**config.mk**
```make
export PLATFORM = sky130hd
export DESIGN_NAME = dkong_wav_fetch
export DESIGN_NICKNAME = d
export VERILOG_FILES = /design/src/rtl/dkong_snd_pkg.sv /design/src/rtl/dkong_wav_fade.sv /design/src/rtl/dkong_wav_fetch.sv
export SDC_FILE = /design/constraint.sdc
export NUM_CORES = 1
export LEC_CHECK = 0
export CAP_MARGIN = 20
export CORE_ASPECT_RATIO = 1.75
export CORE_MARGIN = 2
export CORE_UTILIZATION = 35
export CTS_BUF_LIST = sky130_fd_sc_hd__clkbuf_2 sky130_fd_sc_hd__clkbuf_4 sky130_fd_sc_hd__clkbuf_8
export CTS_CLUSTER_SIZE = 8
export DETAILED_ROUTE_END_ITERATION = 16
export PLACE_DENSITY = 0.6
export SLEW_MARGIN = 5
export SYNTH_ARGS = -nofsm -noshare
export SYNTH_HDL_FRONTEND = slang
export SYNTH_SLANG_ARGS = --single-unit
```
**constraint.sdc**
```tcl
create_clock -name I_CLK -period 4.6 [get_ports I_CLK]
set_input_delay 0.69 -clock I_CLK [delete_from_list [all_inputs] [get_ports I_CLK]]
set_output_delay 0.69 -clock I_CLK [all_outputs]
set_load 0.005 [all_outputs]
```
**src/rtl/dkong_snd_pkg.sv**
```systemverilog
// Shared constants and types for the Donkey Kong wave-sound path.
// The sample period is the player's clocks-per-sample at the system clock rate.
package dkong_snd_pkg;

    localparam int         ADDR_W        = 19;
    localparam logic [7:0] MID_LEVEL     = 8'h80;
    localparam int         SAMPLE_PERIOD = 2228;

    typedef enum logic [1:0] {
        IDLE,
        REQ,
        RETRY
    } fetch_state_e;

endpackage

```
**src/rtl/dkong_wav_fade.sv**
```systemverilog
// Audio output register: loads each newly fetched sample and, once the address
// has stayed put long enough, ramps the level one LSB at a time to midscale.
module dkong_wav_fade #(
    parameter int         HOLD_CNT  = 2 * dkong_snd_pkg::SAMPLE_PERIOD,
    parameter int         FADE_DIV  = 64,
    parameter logic [7:0] MID_LEVEL = dkong_snd_pkg::MID_LEVEL
) (
    input  logic       I_CLK,
    input  logic       I_RSTn,
    input  logic       sample_stb,
    input  logic [7:0] sample,
    input  logic       addr_chg,
    output logic [7:0] wav
);

    localparam int HOLD_W = $clog2(HOLD_CNT + 1);
    localparam int DIV_W  = $clog2(FADE_DIV + 1);

    logic [HOLD_W-1:0] hold_reg, hold_next;
    logic [DIV_W-1:0]  div_reg,  div_next;
    logic [7:0]        wav_reg,  wav_next;
    logic              fade_active;

    // Fade mode is simply the saturated hold counter.
    assign fade_active = (hold_reg == HOLD_W'(HOLD_CNT));
    assign wav         = wav_reg;

    always_comb begin
        hold_next = hold_reg;
        div_next  = div_reg;
        wav_next  = wav_reg;
        if (sample_stb) begin
            // A new byte always beats a fade step landing on the same edge.
            wav_next  = sample;
            hold_next = '0;
            div_next  = '0;
        end else begin
            if (addr_chg) begin
                hold_next = '0;
            end else if (!fade_active) begin
                hold_next = hold_reg + 1'b1;
            end

            if (fade_active) begin
                if (div_reg == DIV_W'(FADE_DIV - 1)) begin
                    div_next = '0;
                    if (wav_reg < MID_LEVEL) begin
                        wav_next = wav_reg + 8'd1;
                    end else if (wav_reg > MID_LEVEL) begin
                        wav_next = wav_reg - 8'd1;
                    end
                end else begin
                    div_next = div_reg + 1'b1;
                end
            end else begin
                div_next = '0;
            end
        end
    end

    always_ff @(posedge I_CLK or negedge I_RSTn) begin
        if (!I_RSTn) begin
            hold_reg <= '0;
            div_reg  <= '0;
            wav_reg  <= MID_LEVEL;
        end else begin
            hold_reg <= hold_next;
            div_reg  <= div_next;
            wav_reg  <= wav_next;
        end
    end

endmodule

```
**src/rtl/dkong_wav_fetch.sv**
```systemverilog
// Wave-sound sample ROM server: fetches the player's addressed byte from shared
// memory over req/ack (with timeout retry) and drives the faded audio level.
module dkong_wav_fetch #(
    parameter int         ADDR_W    = dkong_snd_pkg::ADDR_W,
    parameter int         TIMEOUT   = 255,
    parameter int         HOLD_CNT  = 2 * dkong_snd_pkg::SAMPLE_PERIOD,
    parameter int         FADE_DIV  = 64,
    parameter logic [7:0] MID_LEVEL = dkong_snd_pkg::MID_LEVEL
) (
    input  logic              I_CLK,
    input  logic              I_RSTn,
    input  logic [ADDR_W-1:0] I_ROM_AB,
    output logic [7:0]        O_ROM_DB,
    output logic              O_ROM_VLD,
    output logic              O_MEM_REQ,
    output logic [ADDR_W-1:0] O_MEM_ADDR,
    input  logic              I_MEM_ACK,
    input  logic [7:0]        I_MEM_DATA,
    output logic [7:0]        O_WAV,
    output logic              O_TMO
);

    import dkong_snd_pkg::*;

    localparam int TMO_W = $clog2(TIMEOUT + 1);

    fetch_state_e      state_reg, state_next;
    logic [ADDR_W-1:0] addr_last_reg, addr_last_next;
    logic [ADDR_W-1:0] mem_addr_reg, mem_addr_next;
    logic              mem_req_reg, mem_req_next;
    logic [7:0]        rom_db_reg, rom_db_next;
    logic              rom_vld_reg, rom_vld_next;
    logic              tmo_reg, tmo_next;
    logic [TMO_W-1:0]  tmo_cnt_reg, tmo_cnt_next;
    logic [ADDR_W-1:0] ab_prev_reg;
    logic              vld_d_reg;
    logic              sample_stb;
    logic              addr_chg;

    always_comb begin
        state_next     = state_reg;
        addr_last_next = addr_last_reg;
        mem_addr_next  = mem_addr_reg;
        mem_req_next   = mem_req_reg;
        rom_db_next    = rom_db_reg;
        rom_vld_next   = rom_vld_reg;
        tmo_next       = 1'b0;
        tmo_cnt_next   = tmo_cnt_reg;
        case (state_reg)
            IDLE: begin
                if (I_ROM_AB != addr_last_reg) begin
                    addr_last_next = I_ROM_AB;
                    mem_addr_next  = I_ROM_AB;
                    mem_req_next   = 1'b1;
                    rom_vld_next   = 1'b0;
                    tmo_cnt_next   = '0;
                    state_next     = REQ;
                end
            end
            REQ: begin
                if (I_MEM_ACK) begin
                    mem_req_next = 1'b0;
                    state_next   = IDLE;
                    // Stale data for an address the player already left is dropped;
                    // IDLE sees the mismatch next cycle and refetches.
                    if (I_ROM_AB == addr_last_reg) begin
                        rom_db_next  = I_MEM_DATA;
                        rom_vld_next = 1'b1;
                    end
                end else if (tmo_cnt_reg == TMO_W'(TIMEOUT - 1)) begin
                    mem_req_next = 1'b0;
                    tmo_next     = 1'b1;
                    state_next   = RETRY;
                end else begin
                    tmo_cnt_next = tmo_cnt_reg + 1'b1;
                end
            end
            RETRY: begin
                mem_req_next = 1'b1;
                tmo_cnt_next = '0;
                state_next   = REQ;
            end
            default: begin
                state_next = IDLE;
            end
        endcase
    end

    always_ff @(posedge I_CLK or negedge I_RSTn) begin
        if (!I_RSTn) begin
            state_reg     <= IDLE;
            addr_last_reg <= '1;
            mem_addr_reg  <= '0;
            mem_req_reg   <= 1'b0;
            rom_db_reg    <= '0;
            rom_vld_reg   <= 1'b0;
            tmo_reg       <= 1'b0;
            tmo_cnt_reg   <= '0;
            ab_prev_reg   <= '1;
            vld_d_reg     <= 1'b0;
        end else begin
            state_reg     <= state_next;
            addr_last_reg <= addr_last_next;
            mem_addr_reg  <= mem_addr_next;
            mem_req_reg   <= mem_req_next;
            rom_db_reg    <= rom_db_next;
            rom_vld_reg   <= rom_vld_next;
            tmo_reg       <= tmo_next;
            tmo_cnt_reg   <= tmo_cnt_next;
            ab_prev_reg   <= I_ROM_AB;
            vld_d_reg     <= rom_vld_reg;
        end
    end

    assign sample_stb = rom_vld_reg & ~vld_d_reg;
    assign addr_chg   = (I_ROM_AB != ab_prev_reg);

    dkong_wav_fade #(
        .HOLD_CNT  (HOLD_CNT),
        .FADE_DIV  (FADE_DIV),
        .MID_LEVEL (MID_LEVEL)
    ) u_fade (
        .I_CLK      (I_CLK),
        .I_RSTn     (I_RSTn),
        .sample_stb (sample_stb),
        .sample     (rom_db_reg),
        .addr_chg   (addr_chg),
        .wav        (O_WAV)
    );

    assign O_ROM_DB   = rom_db_reg;
    assign O_ROM_VLD  = rom_vld_reg;
    assign O_MEM_REQ  = mem_req_reg;
    assign O_MEM_ADDR = mem_addr_reg;
    assign O_TMO      = tmo_reg;

endmodule
```
==> out/metrics.sh, run 1 <==
DP.FINAL_HPWL_UM=7510
SYNTH.YOSYS.SEQ_AREA_SHARE_PCT=54.7
HOLD_VIOL=0
CELL_AREA_AFTER_SYNTHESIS_UM2=4990
RUN_STATUS='finished, final reports clean'
REPORT.FINAL.SLEW_VIOL_COUNT=0
FLOORPLAN.DIE.HEIGHT_UM=162
SYNTH_TOP_FLOP_CELL='sky130_fd_sc_hd__dfrtp_1'
FINALSETUPTNS_PS=0
POST-SYNTH-TOP-AREA-CELL='sky130_fd_sc_hd__dfrtp_1'
ASYNC_RESET_FF_SHARE_PCT=100
SYN2LAYOUT_AREA_GROWTH_PCT=22.2
POST-ROUTE-MIN-PERIOD_PS=3060
CRITICAL_PATH_REQUIRED_PS=4870
REGTOREGSTARTPOINT='addr_last_reg[3]'
CPPEAKSTAGEDELAY_PS=630
CLK_TRANSITION_REPORTED_PATHS_PS=110
DIE_WIDTH_UM=94.2
CLK_LATENCY_PS=370
NUMBER_OF_FLOPS_MAPPED_TO_ENABLE_CELLS_BY_YOSYS=0
PLACEABLECOREAREA_UM2=13900
LEAKAGE_COMPONENT_OF_THE_POWER_uW=0.00252
FINALHOLDWORSTSLACK_PS=150
POWER_DENSITY_nW_PER_UM2=314
MAXCAPVIOLCOUNT=0
MIN_PERIOD_OVER_PERIOD_PCT=66.6
VDD_DROP_MAX_mV=0.244
FINAL_CORE_UTILIZATION_PCT=43.8
NUMBER_OF_DRC_VIOLATIONS_AFTER_DETAILED_ROUTING=0
SLOWEST_STAGE='sky130_fd_sc_hd__o21ai_4'
MOST-COMMON-LAYOUT-CELLS='68 x sky130_fd_sc_hd__dfrtp_1, 66 x sky130_fd_sc_hd__clkdlybuf4s50_1, 39 x sky130_fd_sc_hd__dfstp_2, 38 x sky130_fd_sc_hd__mux2_2, 35 x sky130_fd_sc_hd__xor2_1'
ANTENNA_VIOLATING_NETS_POST_ROUTE=0
ROWS=57
FF2FF_SETUP_SLACK_PS=1970
CTS_ROOT_BUFFER='sky130_fd_sc_hd__clkbuf_8'
WORST-SETUP-PATH-TYPE='in2reg'
FIN_SKEW_PS=16.2
CRITICAL_PATH.ENDPOINT_TYPE='flip-flop'
RATIO_OF_CELLS_WITH_DRIVE_ABOVE_1_IN_THE_FINAL_LAYOUT_PCT=21.7
DR.PASS1.ITERS=4
STARTPOINT_TYPE='primary input'
CTS_TREE='done'
CTS-ROOT-TO-SINK-BUFFERS=2
CRIT_PATH_CELL_TRACE='clkdlybuf4s50_1 > xor2_1 > nor4_1 > nand3_1 > o21ai_4 > buf_12 > mux2_2'
GRT_PASS1_VIAS=3530
POST_CTS_HOLD_BUFFER_COUNT=0
TRACK_USAGE_PCT=14.5
IO_BUFFER_COUNT=67
CLKSINKCOUNT=107
IOS=68
NET_COUNT_FINAL=527
AVGROUTEDWIREPERCELL_UM=15.3
CTS_HTREE_LEVELS=3
GRT_FIRST_PASS_WIRELENGTH_UM=17300
WORST_SLEW_PIN_SLEW_PS=660
SYNTH_TOP_AREA_SHARE_PCT=34.1
CTS-BUFFERS-INSERTED=9
CRITPATHMAXFANOUT=22
POST-CTS-SETUP-BUFFER-COUNT=0
SYNTH_SEQ_CELLS=107
SYNTH_FP_NETS=453
WORST_R2R_PATH_DEPTH=6
DIE_AREA_UM2=15300
CRITICAL_PATH.ENDPOINT='O_MEM_ADDR[8]'
POSTSYNTHCELLCOUNT=410
POSTROUTEWIRELENGTH_UM=10200
ANTENNA_CELLS_INSERTED=0
CTS_REPAIR_RESIZE_COUNT=0
CRITICAL_PATH.REG2REG.ENDPOINT='O_MEM_ADDR[8]'
WORST_MIN_DELAY_PATH_CATEGORY='in2async'
FINALWEIGHTEDCONGESTION=0.822
FINAL_COMMON_CELL='sky130_fd_sc_hd__dfrtp_1'
DR_TOTAL_VIAS=3335
ACHIEVABLE-FREQUENCY_GHz=0.327
YOSYS_WARNINGS=0
PIN_COUNT_OF_THE_BIGGEST_NET_ENTERING_GLOBAL_ROUTING=80
DRT_FIRST_ITER_VIOLATIONS=135
CP_DATA_ARRIVAL_TIME_PS=3330
START_UTIL_PCT=35.9
YOSYS-TOP-CELLS-AREA='sky130_fd_sc_hd__dfrtp_1 34%, sky130_fd_sc_hd__dfstp_2 21%, sky130_fd_sc_hd__mux2_2 8.6%'
SYNTH_CELL_TYPES=50
WORST_SETUP_PATH_STARTPOINT='I_ROM_AB[15]'
AVGVIACOUNTPERCELL=5.01
RSZ0062_AT_GRT='false'
FINAL-SETUP-VIOL-COUNT=0
SYNTH_AREA_PER_CELL_UM2=12.2
FILL_CELLS=1301
GRT_ANTENNA_BEFORE_REPAIR=0
RELSLEWSLACK_PCT=55.8
GLOBALROUTEOVERFLOWTOTAL=0
[worst min-delay path by stage]
stage	start	to	depth (start not counted)
2_1_floorplan	I_RSTn	O_MEM_ADDR[0]	0
3_3_place_gp	u_fade.div_reg[0]	u_fade.div_reg[0]	1
3_5_place_dp	O_ROM_VLD	vld_d_reg	0
4_1_cts	u_fade.div_reg[0]	u_fade.div_reg[0]	1
5_1_grt	I_RSTn	tmo_cnt_reg[5]	1
6_report	I_RSTn	tmo_cnt_reg[5]	1
[per-layer routing]
| metal | vias to the layer above | global-route usage (%) | part of all wire [%] | wire length [µm] |
|---|---|---|---|---|
| met3 | 19 | 2.92 | 2.9 | 297 |
| met4 | 0 | 6.32 | 3.2 | 325 |
| li1 | 1590 | - | - | - |
| met1 | 1661 | 16.7 | 39 | 3980 |
| met5 | - | 0 | 0 | 0 |
| met2 | 65 | 25.6 | 55 | 5580 |
[synth_stat cells, drive strengths merged (4+ instances only)]
cell,number
dfrtp,68
nor2,30
nand3,16
mux2,47
nor3,6
a21oi,8
o21ai,10
a31oi,6
and3,6
dfstp,39
xnor2,23
inv,16
buf,5
o21a,4
nand4,5
ha,12
nor4,11
xor2,35
nand2,19
[stage by stage]
stage | setup WS, ps | instances | total power, µW | cell area [µm²]
final | 1540 | 666 | 1910 | 6090
after global routing | 1310 | 666 | 2020 | 6090
after CTS | 1500 | 665 | 1950 | 6070
after detailed placement | 1090 | 649 | 1360 | 5870
after global placement | 1160 | 649 | 1350 | 5870
after floorplan | 2400 | 410 | 1210 | 4990
[final cells by class]
| cell class | instances | area, µm² | share of cell area, % |
|---|---|---|---|
| Inverter | 16 | 60.1 | 0.985 |
| Tap cell | 177 | 221 | 3.63 |
| Clock inverter | 7 | 76.3 | 1.25 |
| Clock buffer | 9 | 124 | 2.03 |
| Sequential cell | 107 | 2730 | 44.7 |
| Multi-Input combinational cell | 279 | 2160 | 35.4 |
| Timing Repair Buffer | 71 | 731 | 12.0 |
[worst max-delay path: cells and delay by family]
kind            cells  cell delay (ps)
compound gates      1              630
buf+inv             2              780
xor+xnor            1              210
mux                 1              350
simple gates        2              660
[kinds of logic after synthesis]
logic type	synth area share [%]
compound gates	6.40
simple gates	12.1
mux	11.0
flops	54.7
buf+inv	2.28
fa+ha+maj	3.41
xor+xnor	10.2
[report_power, final]
group | switching (µW) | internal, µW | leakage (µW) | total (µW)
sequential | 46.9 | 1030 | 0.00131 | 1080
combinational | 107 | 147 | 0.00111 | 254
clock | 359 | 218 | 0.000103 | 577
No activity file was read; power rests on OpenSTA's default activity.
==> run 2, diff against run 1 <==
--- a/config.mk
+++ b/config.mk
@@ -12,7 +12,7 @@
 export CTS_BUF_LIST = sky130_fd_sc_hd__clkbuf_2 sky130_fd_sc_hd__clkbuf_4 sky130_fd_sc_hd__clkbuf_8
 export CTS_CLUSTER_SIZE = 8
 export DETAILED_ROUTE_END_ITERATION = 16
-export PLACE_DENSITY = 0.6
+export PLACE_DENSITY = 0.62
 export SLEW_MARGIN = 5
 export SYNTH_ARGS = -nofsm -noshare
 export SYNTH_HDL_FRONTEND = slang
==> constraint.sdc (replaced) <==
create_clock -name I_CLK -period 2.51 [get_ports I_CLK]
set_input_delay 0.3765 -clock I_CLK [delete_from_list [all_inputs] [get_ports I_CLK]]
set_output_delay 0.3765 -clock I_CLK [all_outputs]
set_load 0.005 [all_outputs]
==> out/metrics.sh, run 2 (synthesis results as in run 1) <==
RUN_STATUS='finished, final reports clean'
DIE_AREA_UM2=15300
CTS_TREE='done'
MULTI_INPUT_COMB_AREA_UM2=2160
CTS_ROOT_BUFFER='sky130_fd_sc_hd__clkbuf_8'
FINALWEIGHTEDCONGESTION=0.800
HOLD_VIOL=0
FINAL-SETUP-VIOL-COUNT=0
AVGVIACOUNTPERCELL=4.93
FF2FF_SETUP_SLACK_PS=300
WORSTPATHBUFFERINVERTERCOUNT=1
IO_BUFFER_COUNT=67
POSTROUTEWIRELENGTH_UM=10400
FIN_SKEW_PS=15.0
CTS_HTREE_LEVELS=3
CTS-BUFFERS-INSERTED=9
RSZ0062_AT_GRT='false'
CLK_LATENCY_PS=370
POST-ROUTE-MIN-PERIOD_PS=2210
CLKSINKCOUNT=107
MOST-COMMON-LAYOUT-CELLS='68 x sky130_fd_sc_hd__dfrtp_1, 66 x sky130_fd_sc_hd__clkdlybuf4s50_1, 39 x sky130_fd_sc_hd__dfstp_2, 38 x sky130_fd_sc_hd__mux2_2, 35 x sky130_fd_sc_hd__xor2_1'
VDD_DROP_MAX_mV=0.362
CPPEAKSTAGEDELAY_PS=480
DRT_FIRST_ITER_VIOLATIONS=98
CTS-ROOT-TO-SINK-BUFFERS=2
CRIT_PATH_CELL_TRACE='inv_1 > ha_1 > and4b_1 > nand3_1 > a2111o_1 > or3_1 > a31oi_1'
REPORT.FINAL.SLEW_VIOL_COUNT=0
GRT_FIRST_PASS_WIRELENGTH_UM=17500
CRITPATHMAXFANOUT=9
POST_CTS_HOLD_BUFFER_COUNT=0
CRITICAL_PATH.ENDPOINT_TYPE='flip-flop'
ACHIEVABLE-FREQUENCY_GHz=0.452
ANTENNA_VIOLATING_NETS_POST_ROUTE=0
CTS_REPAIR_RESIZE_COUNT=0
MIN_PERIOD_OVER_PERIOD_PCT=88.1
NET_COUNT_FINAL=555
FINAL_CORE_UTILIZATION_PCT=45.6
FINALHOLDWORSTSLACK_PS=4.28
GRT_PASS1_VIAS=3639
AVGROUTEDWIREPERCELL_UM=15.0
PATH_DELAY_FAMILY='simple AND/OR/NAND/NOR gates'
GLOBALROUTEOVERFLOWTOTAL=0
MAXCAPVIOLCOUNT=0
PLACEABLECOREAREA_UM2=13900
CRITICAL_PATH.REG2REG.ENDPOINT='u_fade.wav[4]'
LEAKAGE_COMPONENT_OF_THE_POWER_uW=0.00267
POWER_DENSITY_nW_PER_UM2=574
START_UTIL_PCT=35.9
WORST_SLEW_PIN_SLEW_PS=620
WORST_MIN_DELAY_PATH_CATEGORY='in2async'
DIE_WIDTH_UM=94.2
CLK_TRANSITION_REPORTED_PATHS_PS=100
ANTENNA_CELLS_INSERTED=0
TRACK_USAGE_PCT=14.7
SEQUENTIAL_CELL_AREA_UM2=2730
CRITICAL_PATH_REQUIRED_PS=2810
FINAL_COMMON_CELL='sky130_fd_sc_hd__dfrtp_1'
PIN_COUNT_OF_THE_BIGGEST_NET_ENTERING_GLOBAL_ROUTING=49
WORST-SETUP-PATH-TYPE='reg2reg'
RATIO_OF_CELLS_WITH_DRIVE_ABOVE_1_IN_THE_FINAL_LAYOUT_PCT=26.1
DR.PASS1.ITERS=4
POST-CTS-SETUP-BUFFER-COUNT=0
NUMBER_OF_DRC_VIOLATIONS_AFTER_DETAILED_ROUTING=0
STARTPOINT_TYPE='flip-flop'
CP_DATA_ARRIVAL_TIME_PS=2520
FILL_CELLS=1304
IOS=68
ROWS=57
FLOORPLAN.DIE.HEIGHT_UM=162
SYN2LAYOUT_AREA_GROWTH_PCT=27.2
RELSLEWSLACK_PCT=58.7
DR_TOTAL_VIAS=3423
DP.FINAL_HPWL_UM=7900
GRT_ANTENNA_BEFORE_REPAIR=0
WORST_R2R_PATH_DEPTH=7
SLOWEST_STAGE='sky130_fd_sc_hd__a2111o_1'
REGTOREGSTARTPOINT='u_fade.hold_reg[0]'
[run 2: cell type report]
class                           instances  area share, %
Inverter                               16          0.946
Clock inverter                          4           1.16
Clock buffer                           12           2.31
Sequential cell                       107           43.0
Multi-Input combinational cell        279           34.0
Timing Repair Buffer                   99           15.1
Tap cell                              177           3.49
[run 2: metrics by stage]
| step | cells | TNS [ps] | area (µm²) | power, µW | worst slack [ps] |
|---|---|---|---|---|---|
| final | 694 | 0 | 6350 | 3640 | 299 |
| after global routing | 694 | 0 | 6350 | 3820 | 107 |
| after CTS | 694 | 0 | 6340 | 3700 | 257 |
| after detailed placement | 678 | -500 | 6120 | 2530 | -44.7 |
| after global placement | 678 | -3600 | 6120 | 2510 | -125 |
| after floorplan | 410 | 0 | 4990 | 2220 | 578 |
[run 2: worst max path at each step]
| stage | from | end | slack [ps] | cells past startpoint |
|---|---|---|---|---|
| floorplan | addr_last_reg[17] | addr_last_reg[10] | 580 | 7 |
| global placement | I_ROM_AB[18] | O_MEM_ADDR[0] | -130 | 7 |
| detailed placement | I_ROM_AB[17] | O_MEM_ADDR[14] | -40 | 7 |
| CTS | u_fade.wav[7] | u_fade.wav[5] | 260 | 6 |
| global route | u_fade.hold_reg[0] | u_fade.wav[4] | 110 | 7 |
| finish | u_fade.hold_reg[0] | u_fade.wav[4] | 300 | 7 |
[run 2: worst reg2reg max path: cells and delay by family (launching register included)]
family                   cells  cell delay (ps)
flip-flops                   1              420
AO/OA/AOI/OAI                2              640
AND/OR/NAND/NOR              3              810
adder cells (fa/ha/maj)      1              150
buffers and inverters        1              130
[run 2: routing by layer]
| layer | routed length, µm | part of all wire [%] | GRT usage [%] | up-vias |
|---|---|---|---|---|
| met1 | 4000 | 39 | 15.9 | 1713 |
| met3 | 373 | 3.6 | 3.15 | 13 |
| li1 | - | - | - | 1631 |
| met4 | 249 | 2.4 | 5.40 | 0 |
| met2 | 5750 | 55 | 27.3 | 66 |
| met5 | 0 | 0 | 0 | - |
[run 2: where the power goes]
part           internal (µW)  switching (µW)  total [µW]
combinational            296             204         500
clock                    599             563        1160
sequential              1900            87.5        1980
==> run 3, diff against run 2 <==
--- a/config.mk
+++ b/config.mk
@@ -8,11 +8,11 @@
 export CAP_MARGIN = 20
 export CORE_ASPECT_RATIO = 1.75
 export CORE_MARGIN = 2
-export CORE_UTILIZATION = 35
+export CORE_UTILIZATION = 30
 export CTS_BUF_LIST = sky130_fd_sc_hd__clkbuf_2 sky130_fd_sc_hd__clkbuf_4 sky130_fd_sc_hd__clkbuf_8
 export CTS_CLUSTER_SIZE = 8
 export DETAILED_ROUTE_END_ITERATION = 16
-export PLACE_DENSITY = 0.62
+export PLACE_DENSITY = 0.56
 export SLEW_MARGIN = 5
 export SYNTH_ARGS = -nofsm -noshare
 export SYNTH_HDL_FRONTEND = slang
==> out/metrics.sh, run 3 (synthesis results as in run 1) <==
DR_TOTAL_VIAS=3432
RATIO_OF_CELLS_WITH_DRIVE_ABOVE_1_IN_THE_FINAL_LAYOUT_PCT=26.4
MIN_PERIOD_OVER_PERIOD_PCT=90.6
WORST_SLEW_PIN_SLEW_PS=613
WORST-SETUP-PATH-TYPE='in2reg'
FINALSETUPTNS_PS=0
FIN_SKEW_PS=14.2
AVGROUTEDWIREPERCELL_UM=14.6
STARTPOINT_TYPE='primary input'
CTS_REPAIR_RESIZE_COUNT=0
GRT_PASS1_VIAS=3742
IO_BUFFER_COUNT=67
PLACEABLECOREAREA_UM2=16400
CTS_HTREE_LEVELS=3
CP_DATA_ARRIVAL_TIME_PS=2540
REPORT.FINAL.SLEW_VIOL_COUNT=0
TRACK_USAGE_PCT=13.3
GRT_FIRST_PASS_WIRELENGTH_UM=18400
ANTENNA_CELLS_INSERTED=0
ROWS=62
RSZ0062_AT_GRT='false'
VDD_DROP_MAX_mV=0.292
GLOBALROUTEOVERFLOWTOTAL=0
AVGVIACOUNTPERCELL=4.60
WORST_MIN_DELAY_PATH_CATEGORY='reg2reg'
DRT_FIRST_ITER_VIOLATIONS=94
POWER_DENSITY_nW_PER_UM2=550
POST_DP_CELL_AREA_UM2=6200
MAXCAPVIOLCOUNT=0
MOST-COMMON-LAYOUT-CELLS='68 x sky130_fd_sc_hd__dfrtp_1, 66 x sky130_fd_sc_hd__clkdlybuf4s50_1, 39 x sky130_fd_sc_hd__dfstp_2, 38 x sky130_fd_sc_hd__mux2_2, 35 x sky130_fd_sc_hd__xor2_1'
FLOORPLAN.DIE.HEIGHT_UM=175
CTS_TREE='done'
HOLD_VIOL=0
FINAL-SETUP-VIOL-COUNT=0
DR.PASS1.ITERS=4
CLK_LATENCY_PS=370
SLOWEST_STAGE='sky130_fd_sc_hd__clkdlybuf4s50_1'
NUMBER_OF_DRC_VIOLATIONS_AFTER_DETAILED_ROUTING=0
DP.FINAL_HPWL_UM=8200
DIE_WIDTH_UM=101
ANTENNA_VIOLATING_NETS_POST_ROUTE=0
CTS_ROOT_BUFFER='sky130_fd_sc_hd__clkbuf_8'
CRITPATHMAXFANOUT=10
SYN2LAYOUT_AREA_GROWTH_PCT=28.3
START_UTIL_PCT=30.5
CPPEAKSTAGEDELAY_PS=470
RUN_STATUS='finished, final reports clean'
PIN_COUNT_OF_THE_BIGGEST_NET_ENTERING_GLOBAL_ROUTING=48
GRT_ANTENNA_BEFORE_REPAIR=0
POST-CTS-SETUP-BUFFER-COUNT=0
CRITICAL_PATH.ENDPOINT_TYPE='flip-flop'
FINAL_CORE_UTILIZATION_PCT=39.1
NET_COUNT_FINAL=560
ACHIEVABLE-FREQUENCY_GHz=0.440
DESIGN_AREA_UM2=6400
CLKSINKCOUNT=107
DIE_AREA_UM2=17700
POSTROUTEWIRELENGTH_UM=10900
CTS-ROOT-TO-SINK-BUFFERS=2
CTS-BUFFERS-INSERTED=9
CRIT_PATH_CELL_TRACE='clkdlybuf4s50_1 > xor2_1 > nor4_1 > nand3_1 > o21ai_4 > buf_4 > mux2_2'
LEAKAGE_COMPONENT_OF_THE_POWER_uW=0.00267
POST-ROUTE-MIN-PERIOD_PS=2270
RELSLEWSLACK_PCT=58.7
IOS=68
FINALWEIGHTEDCONGESTION=0.797
POST_CTS_HOLD_BUFFER_COUNT=1
CLK_TRANSITION_REPORTED_PATHS_PS=110
CRITICAL_PATH_REQUIRED_PS=2770
FINAL_COMMON_CELL='sky130_fd_sc_hd__dfrtp_1'
## run 3: cell count changes in the layout (fill, tap and decap cells not counted), sizes merged
cell and delta:
clkinv +3, inv +1, bufinv -2, clkbuf -2, dlygate4sd3 +1, buf +4
## run 3: metrics by stage
step / hold WS [ps] / total power, µW / worst slack [ps] / std cells
finish: 463 / 3520 / 236 / 746
global route: 495 / 3720 / 106 / 746
CTS: 470 / 3590 / 238 / 746
detailed placement: 391 / 2530 / -172 / 729
global placement: 386 / 2520 / -118 / 729
floorplan: 80.9 / 2220 / 578 / 410
## run 3: worst paths after layout
kind                                    from              to  slack [ps]  depth (start not counted)
setup / recovery                I_ROM_AB[17]   O_MEM_ADDR[2]         240                          7
hold / removal                     O_ROM_VLD       vld_d_reg         460                          0
setup reg to reg           addr_last_reg[12]   O_MEM_ADDR[2]         270                          6
hold reg to reg                    O_ROM_VLD       vld_d_reg         460                          0
max in group asynchronous             I_RSTn  ab_prev_reg[4]        1230                          3
min in group asynchronous             I_RSTn  tmo_cnt_reg[6]         510                          2
## run 3: worst max-delay path: cells and delay by family
| family | cells | cell delay (ps) |
|---|---|---|
| AO/OA/AOI/OAI | 1 | 260 |
| buffers and inverters | 2 | 690 |
| multiplexers | 1 | 350 |
| XOR/XNOR | 1 | 190 |
| AND/OR/NAND/NOR | 2 | 670 |
## run 3: per-layer routing
metal / share of wire [%] / GRT usage, % / wire length [µm]
met1: 39 / 15.2 / 4260
met2: 56 / 24.0 / 6160
met3: 2.7 / 2.12 / 293
met4: 2.0 / 5.69 / 216
met5: 0 / 0 / 0
## run 3: layout make-up
class | count | area, µm²
multi-input combinational | 279 | 2160
sequential | 107 | 2730
timing repair buffer | 104 | 986
fill | 1608 | 9970
clock inverter | 6 | 60.1
clock buffer | 10 | 131
tap | 224 | 280
inverter | 16 | 60.1
## run 3: power breakdown
group          leakage (µW)  total (µW)  switching, µW  internal (µW)
logic               0.00126         505            208            297
registers           0.00131        1980           88.6           1900
clock network     0.0000976        1030            634            394
